[src/rtl/cmd_responder.sv]
// cmd_responder: runs one-cycle command pulses against a DEPTH-word register file at an internal pointer.
// write/inc/dec finish on the accepting edge, read returns one edge later, clear holds busy for DEPTH cycles; pulses while busy are dropped and flagged. Option macro: PTR_SATURATE_EN.
module cmd_responder #(
   parameter int DATA_W = 8,
   parameter int DEPTH  = 16,
   localparam int ADDR_W = $clog2(DEPTH)
) (
   input  logic              clk,
   input  logic              nrst,
   input  logic              clear,
   input  logic              read,
   input  logic              write,
   input  logic              enable_increment,
   input  logic              enable_decrement,
   input  logic [1:0]        output_select,
   input  logic [DATA_W-1:0] wdata,
   output logic [DATA_W-1:0] rdata,
   output logic              rvalid,
   output logic              busy,
   output logic [ADDR_W-1:0] ptr,
   output logic              cmd_err,
   output logic [DATA_W-1:0] disp
);

`ifdef PTR_SATURATE_EN
   localparam bit SATURATE = 1'b1;
`else
   localparam bit SATURATE = 1'b0;
`endif

   localparam logic [ADDR_W-1:0] LAST = ADDR_W'(DEPTH - 1);

   typedef enum logic [1:0] {IDLE, READ, CLEAR} state_t;

   state_t            state, state_nxt;
   logic [DATA_W-1:0] mem [DEPTH];
   logic [ADDR_W-1:0] cnt;
   logic [ADDR_W-1:0] ptr_inc, ptr_dec;
   logic              cmd_any;
   logic              do_clear, do_write, do_inc, do_dec;
   logic              read_done, clear_step, clear_done, set_err;

   assign cmd_any = clear | read | write | enable_increment | enable_decrement;

   always_comb begin
      ptr_inc = (ptr == LAST) ? '0 : ptr + 1'b1;
      ptr_dec = (ptr == '0) ? LAST : ptr - 1'b1;
   end

   always_ff @(posedge clk or negedge nrst) begin
      if (!nrst) state <= IDLE;
      else       state <= state_nxt;
   end

   always_comb begin
      state_nxt  = state;
      do_clear   = 1'b0;
      do_write   = 1'b0;
      do_inc     = 1'b0;
      do_dec     = 1'b0;
      read_done  = 1'b0;
      clear_step = 1'b0;
      clear_done = 1'b0;
      set_err    = 1'b0;
      case (state)
         IDLE: begin
            if (clear) begin
               do_clear  = 1'b1;
               state_nxt = CLEAR;
            end else if (write) begin
               do_write = 1'b1;
               set_err  = read | enable_increment | enable_decrement;
            end else if (read) begin
               state_nxt = READ;
               set_err   = enable_increment | enable_decrement;
            end else if (enable_increment && enable_decrement) begin
               set_err = 1'b1;
            end else if (enable_increment) begin
               if (SATURATE && ptr == LAST) set_err = 1'b1;
               else                         do_inc  = 1'b1;
            end else if (enable_decrement) begin
               if (SATURATE && ptr == '0) set_err = 1'b1;
               else                       do_dec  = 1'b1;
            end
         end
         READ: begin
            read_done = 1'b1;
            set_err   = cmd_any;
            state_nxt = IDLE;
         end
         CLEAR: begin
            clear_step = 1'b1;
            set_err    = cmd_any;
            if (cnt == LAST) begin
               clear_done = 1'b1;
               state_nxt  = IDLE;
            end
         end
         default: state_nxt = IDLE;
      endcase
   end

   always_ff @(posedge clk or negedge nrst) begin
      if (!nrst) begin
         ptr     <= '0;
         rdata   <= '0;
         rvalid  <= 1'b0;
         busy    <= 1'b0;
         cmd_err <= 1'b0;
         cnt     <= '0;
         for (int i = 0; i < DEPTH; i++) mem[i] <= '0;
      end else begin
         rvalid <= read_done;
         busy   <= (state_nxt != IDLE);

         // An accepted clear wins over any flag raised on the same edge
         if (do_clear)     cmd_err <= 1'b0;
         else if (set_err) cmd_err <= 1'b1;

         if (do_clear || clear_done) cnt <= '0;
         else if (clear_step)        cnt <= cnt + 1'b1;

         if (do_write)   mem[ptr] <= wdata;
         if (clear_step) mem[cnt] <= '0;

         if (clear_done)     rdata <= '0;
         else if (read_done) rdata <= mem[ptr];

         if (clear_done)  ptr <= '0;
         else if (do_inc) ptr <= ptr_inc;
         else if (do_dec) ptr <= ptr_dec;
      end
   end

   always_comb begin
      disp = '0;
      case (output_select)
         2'b00:   disp = DATA_W'(ptr);
         2'b01:   disp = rdata;
         2'b10:   disp = mem[ptr];
         default: disp[2:0] = {cmd_err, busy, rvalid};
      endcase
   end

endmodule

[config.mk]
export PLATFORM = sky130hd
export DESIGN_NAME = cmd_responder
export DESIGN_NICKNAME = d
export VERILOG_FILES = /design/src/rtl/cmd_responder.sv
export SDC_FILE = /design/constraint.sdc
export NUM_CORES = 1
export LEC_CHECK = 0
export ABC_CLOCK_PERIOD_IN_PS = 5390
export CAP_MARGIN = 25
export CORE_MARGIN = 8
export CORE_UTILIZATION = 33
export DETAILED_ROUTE_END_ITERATION = 8
export PLACE_DENSITY = 0.56
export SLEW_MARGIN = 20
export SYNTH_ARGS = -nofsm -noshare
export SYNTH_HDL_FRONTEND = slang
export SYNTH_SLANG_ARGS = --single-unit
export TNS_END_PERCENT = 1
[constraint.sdc]
create_clock -name clk -period 5.39 [get_ports clk]
set_clock_uncertainty 0.2 [all_clocks]
set_input_delay 1.078 -clock clk [delete_from_list [all_inputs] [get_ports clk]]
set_output_delay 1.078 -clock clk [all_outputs]
set_load 0.01 [all_outputs]
* Yosys cells after proc, flatten, opt, wreduce, memory -nomap -nowiden *
Cells that the tools add are included.

word-level totals
  register bits after elaboration = 149
  input port bits = 17
  output and inout port bits = 23
  word-level logic and storage cells = 115

cells by class
  $add $sub $neg = 3
  order comparisons = 4
  eq/ne operators = 6
  muxes and demuxes = 55
  bitwise logic cells = 11
  reductions and logical operators = 13

operator list
  kind                 number
  $mux 128             2
  $and 128x128->128    1
  $bwmux 128           1
  $not 128->128        1
  $demux 8 s4          2
  $mux 8               6
  $bmux 8 s4           1
  $mux 1               28
  $mux 4               7
  $pmux 5 s3           1
  $ge 5x5->1 const B   2
  $lt 5x1->1 const B   2
  $not 4->5            2
  $pmux 3 s3           1
  $add 4x1->4 const B  2
  $eq 4x4->1 const B   2
  $mux 2               4
  $reduce_bool 2->1    4
  $or 1x1->1           7
  $eq 2x1->1 const B   2
  $eq 2x2->1 const B   2
  $logic_not 2->1      2
  $logic_not 4->1      1
  $pmux 2 s2           1
  other kinds (6)      8

* Depth between registers and ports, before layout *
  word-level depth = 10
  gate-level depth with buffers = 10
  mapped depth without buffers = 6

* Worst setup path before layout *
Ideal clock, no wire load.

  path type = flip-flop to output port
  start = reg ptr[0]
  end = out disp[0]
  arrival time = 1.936 ns
  required time = 4.112 ns
  path slack = 2.176 ns
  stages on the path, launching flop included = 7
  buffers on the path = 2
  path through = dfrtp_1 > buf_6 > buf_12 > mux4_2 > a22oi_1 > nand2_1 > mux4_2

between the ends
  longest elaborated chain between the ends = 5

ends and longest elaborated chain
  what                                       RTL line  text
  from (decl)                                20        output logic [ADDR_W-1:0] ptr,
  from (signal assigned)                     130       else if (do_inc) ptr <= ptr_inc;
  from (signal assigned)                     131       else if (do_dec) ptr <= ptr_dec;
  $not 4->5 (implied by the code)            140       2'b10: disp = mem[ptr];
  $bmux 8 s4                                 140
  $mux 8 (implied by the code) (2 in a row)  140
  $pmux 3 s3 *                               137       case (output_select)
  to (decl)                                  22        output logic [DATA_W-1:0] disp

Mark *: on every way between the ends. The rest lies on a longest branch, timed or not. The select of a mux whose other input is x is not followed.

* Worst setup path after layout *
  start = reg ptr[1]
  end = out disp[0]

between the ends
  longest elaborated chain between the ends = 5

ends and longest elaborated chain
  what                                       RTL line
  $not 4->5 (implied by the code)            140
  $bmux 8 s4                                 140
  $mux 8 (implied by the code) (2 in a row)  140
  $pmux 3 s3                                 137

Every way passes these cells. The select of a mux whose other input is x is not followed.

==> qor.yml <==
synthesis:
  synth_warnings: 0
  synth_top_family_by_area: "compound AO/OA/AOI/OAI gates"
  async_flop_share_pct: 100
  ys_types: 50
  synth_compound_area_share_pct: 17.9
  syn-cell-area_um2: 7720
  yosysSeqAreaShare_pct: 48.3
  muxShareOfSynthArea_pct: 14.8
  syn_inst: 766
  synthAdderAreaFrac_pct: 2.24
  ys.flop_type: "dfrtp_1"
  synth_xor_area_share_pct: 0.340
  synth.avg_cell_area_um2: 10.1
  synthSimpleGateAreaFrac_pct: 13.0
  ys_ff_latch: 149
  synth_nets: 796
  synth_edf_count: 0
clock_tree:
  clk_path_buf_depth: 2
  tritoncts: "built"
  postCtsSetupBuffers: 0
  ctsHoldBuffers: 0
  cts_root_buffer: "clkbuf_16"
  clock-sinks: 149
  post_cts_resized: 0
  clk_latency_ns: 0.43
  htree_levels: 4
  numCtsBuffers: 17
  cts.clk_slew.worst_paths_ns: 0.06
floorplan:
  coreArea_um2: 23200
  io_pins: 40
  dieArea_um2: 28500
  die-width_um: 169
  die_y_um: 169
  start_util_pct: 33.3
  rows: 56
grt:
  use_met2_pct: 25.5
  antenna_found_initial: 0
  grt_usage_pct: 16.5
  grt.met3_usage_pct: 3.14
  grt_pass1_vias: 6118
  grt_max_degree: 150
  overflow: 0
  grt_use_met1_pct: 22.4
  grt_first_pass_wirelength_mm: 36.3
  grt-busiest-layer: "met2"
routing:
  route.detailed.drc: 0
  drtAntennaViolNets: 0
  viasPerCell: 5.43
  wl_per_cell_um: 20.2
  routed_wl_mm: 22.7
  dr.pass1.iters: 5
  dr_total_vias: 6085
  drt_iter0_markers: 530
power:
  intPower_w: 0.00295
  p_per_area_nw_per_um2: 524
  power_frac_seq_pct: 39.1
  clock_power_share_pct: 24.2
  irDropWorstVdd_mv: 0.227
  total_leakage_power_nw: 3.64
  switching_share_pct: 37.3
  switchingPower_w: 0.00176
  pwr-share-comb_pct: 36.7
sta:
  setup-tns-final_ns: 0
  setup_viol_count_final: 0
  period_needed_ns: 4.54
  tightest_slew_ns: 1.03
  hold_viol_final: 0
  max_slew_margin_pct: 30.7
  post-route-period-util_pct: 84.2
  slew_violations: 0
  fmax_mhz: 220
  rsz0062_at_grt: "no"
worst_setup_path:
  endpoint_kind: "output pin"
  crit_slowest_cell: "dfrtp_2"
  cp_common_cell: "mux4_2"
  required_ns: 4.11
  worstPathCellList: "mux4_2 > a22oi_1 > nand2_1 > mux4_2 > clkdlybuf4s50_1"
  cpPeakStageDelay_ns: 1.03
  cp_max_fo: 42
  path_class: "flop to output pin"
  cp-start-kind: "flop"
  critPathArrivalTime_ns: 3.26
cells_and_area:
  antenna_cells: 0
  nNetsFinal: 819
  drive_above_1_share_pct: 11.5
  syn_to_final_growth_pct: 16.5
  n_fill_cell: 2273
  final_core_util_pct: 38.8
job:
  maxCapViolCount: 0
placement:
  detailed_place_hpwl_mm: 15.2
  gp_congestion: 0.832
  port_buffers: 39
outcome:
  outcome: "finished, final reports clean"
min_path:
  hp-class: "flop to flop"
## sequential cells by signal, indices dropped and copies added, names as in the netlist
| signal | flops |
|---|---|
| mem | 128 |
| rdata | 8 |
| cnt | 4 |
| ptr | 4 |
| state | 2 |
| busy | 1 |
| cmd_err | 1 |
| rvalid | 1 |
## synthesized netlist by cell type, types with 5 or more instances
library cell | count | area share, %
a21oi_1 | 104 | 6.7
a22o_1 | 6 | 0.68
a22oi_1 | 15 | 1.5
a31o_1 | 7 | 0.79
buf_2 | 8 | 0.52
clkbuf_1 | 36 | 1.8
dfrtp_1 | 149 | 48
ha_1 | 13 | 2.1
inv_1 | 10 | 0.49
mux2i_1 | 35 | 4.5
mux4_2 | 33 | 9.6
nand2_1 | 114 | 5.5
nand2b_1 | 5 | 0.41
nor2_1 | 62 | 3.0
nor2b_1 | 6 | 0.49
nor3_1 | 5 | 0.32
nor3b_1 | 7 | 0.68
o21ai_0 | 40 | 2.6
o21ai_1 | 60 | 3.9
## logic make-up (layout without fill, tap and decap cells)
kind of cell             after synthesis  after routing
multiplexers                          70             70
AND/OR/NAND/NOR                      221            221
AO/OA/AOI/OAI                        248            248
XOR/XNOR                               3              3
flip-flops                           149            149
adder cells (fa/ha/maj)               14             14
buffers and inverters                 61             97
## cells in the final DEF, fill, tap and decap left out, types with 5 or more instances in the layout
cell | netlist | final
a21oi_1 | 104 | 104
nand2_1 | 114 | 114
a31o_1 | 7 | 7
mux2i_1 | 35 | 35
dfrtp_1 | 149 | 147
clkbuf_16 | 0 | 17
mux4_2 | 33 | 33
nor2_1 | 62 | 61
ha_1 | 13 | 13
inv_1 | 10 | 10
a22o_1 | 6 | 6
clkdlybuf4s50_1 | 0 | 38
clkinvlp_4 | 0 | 9
buf_4 | 1 | 15
nand2b_1 | 5 | 5
nor2b_1 | 6 | 6
a22oi_1 | 15 | 15
o21ai_0 | 40 | 40
o21ai_1 | 60 | 60
nor3b_1 | 7 | 7
## final timing paths
check,startpoint,slack (ns),end,cells past startpoint
hold reg to reg,mem[106],0.32,mem[106],2
min in group asynchronous,nrst,0.57,mem[127],2
setup / recovery,ptr[1],0.85,disp[0],5
setup reg to reg,ptr[1],2.37,mem[52],7
hold / removal,mem[106],0.32,mem[106],2
max in group asynchronous,nrst,3.81,mem[3],2
## layout make-up
type                       instances  area, µm²  share of cell area [%]
inverter                          10       37.5                   0.417
clock inverter                    14        129                    1.43
timing repair buffer              55        524                    5.83
sequential                       149       3730                    41.5
tap                              319        399                    4.44
multi-input combinational        556       3730                    41.5
clock buffer                      18        439                    4.88
## routing by layer
layer | vias up | share of wire, %
met5 | - | 0
met4 | 0 | 2.5
met3 | 37 | 5.9
met2 | 204 | 47
met1 | 3040 | 45
li1 | 2804 | -
## through the flow
step / power, W / instance area, µm² / std cells / hold slack (ns) / worst slack (ns)
2_1_floorplan: 0.00297 / 7720 / 766 / 0.277 / 2.18
3_3_place_gp: 0.00354 / 8410 / 1088 / 0.305 / 1.33
3_5_place_dp: 0.00357 / 8420 / 1089 / 0.310 / 1.31
4_1_cts: 0.00473 / 8990 / 1121 / 0.325 / 0.845
5_1_grt: 0.00501 / 8990 / 1121 / 0.339 / 0.730
6_report: 0.00471 / 8990 / 1121 / 0.320 / 0.854
## power groups by stage
stage / combinational, W / clock [W] / sequential, W
final: 0.00173 / 0.00114 / 0.00184
after global routing: 0.00191 / 0.00121 / 0.00189
after CTS: 0.00173 / 0.00116 / 0.00184
after detailed placement: 0.00172 / 0 / 0.00185
after global placement: 0.00169 / 0 / 0.00185
after floorplan: 0.00128 / 0 / 0.00168
## critical path, delay by kind of cell, from the launching register on
family,cells,cell delay [ns]
AO/OA/AOI/OAI,1,0.25
buffers and inverters,1,0.50
flip-flops,1,1.03
multiplexers,2,0.89
AND/OR/NAND/NOR,1,0.14
(Power assumes the default switching activity.)
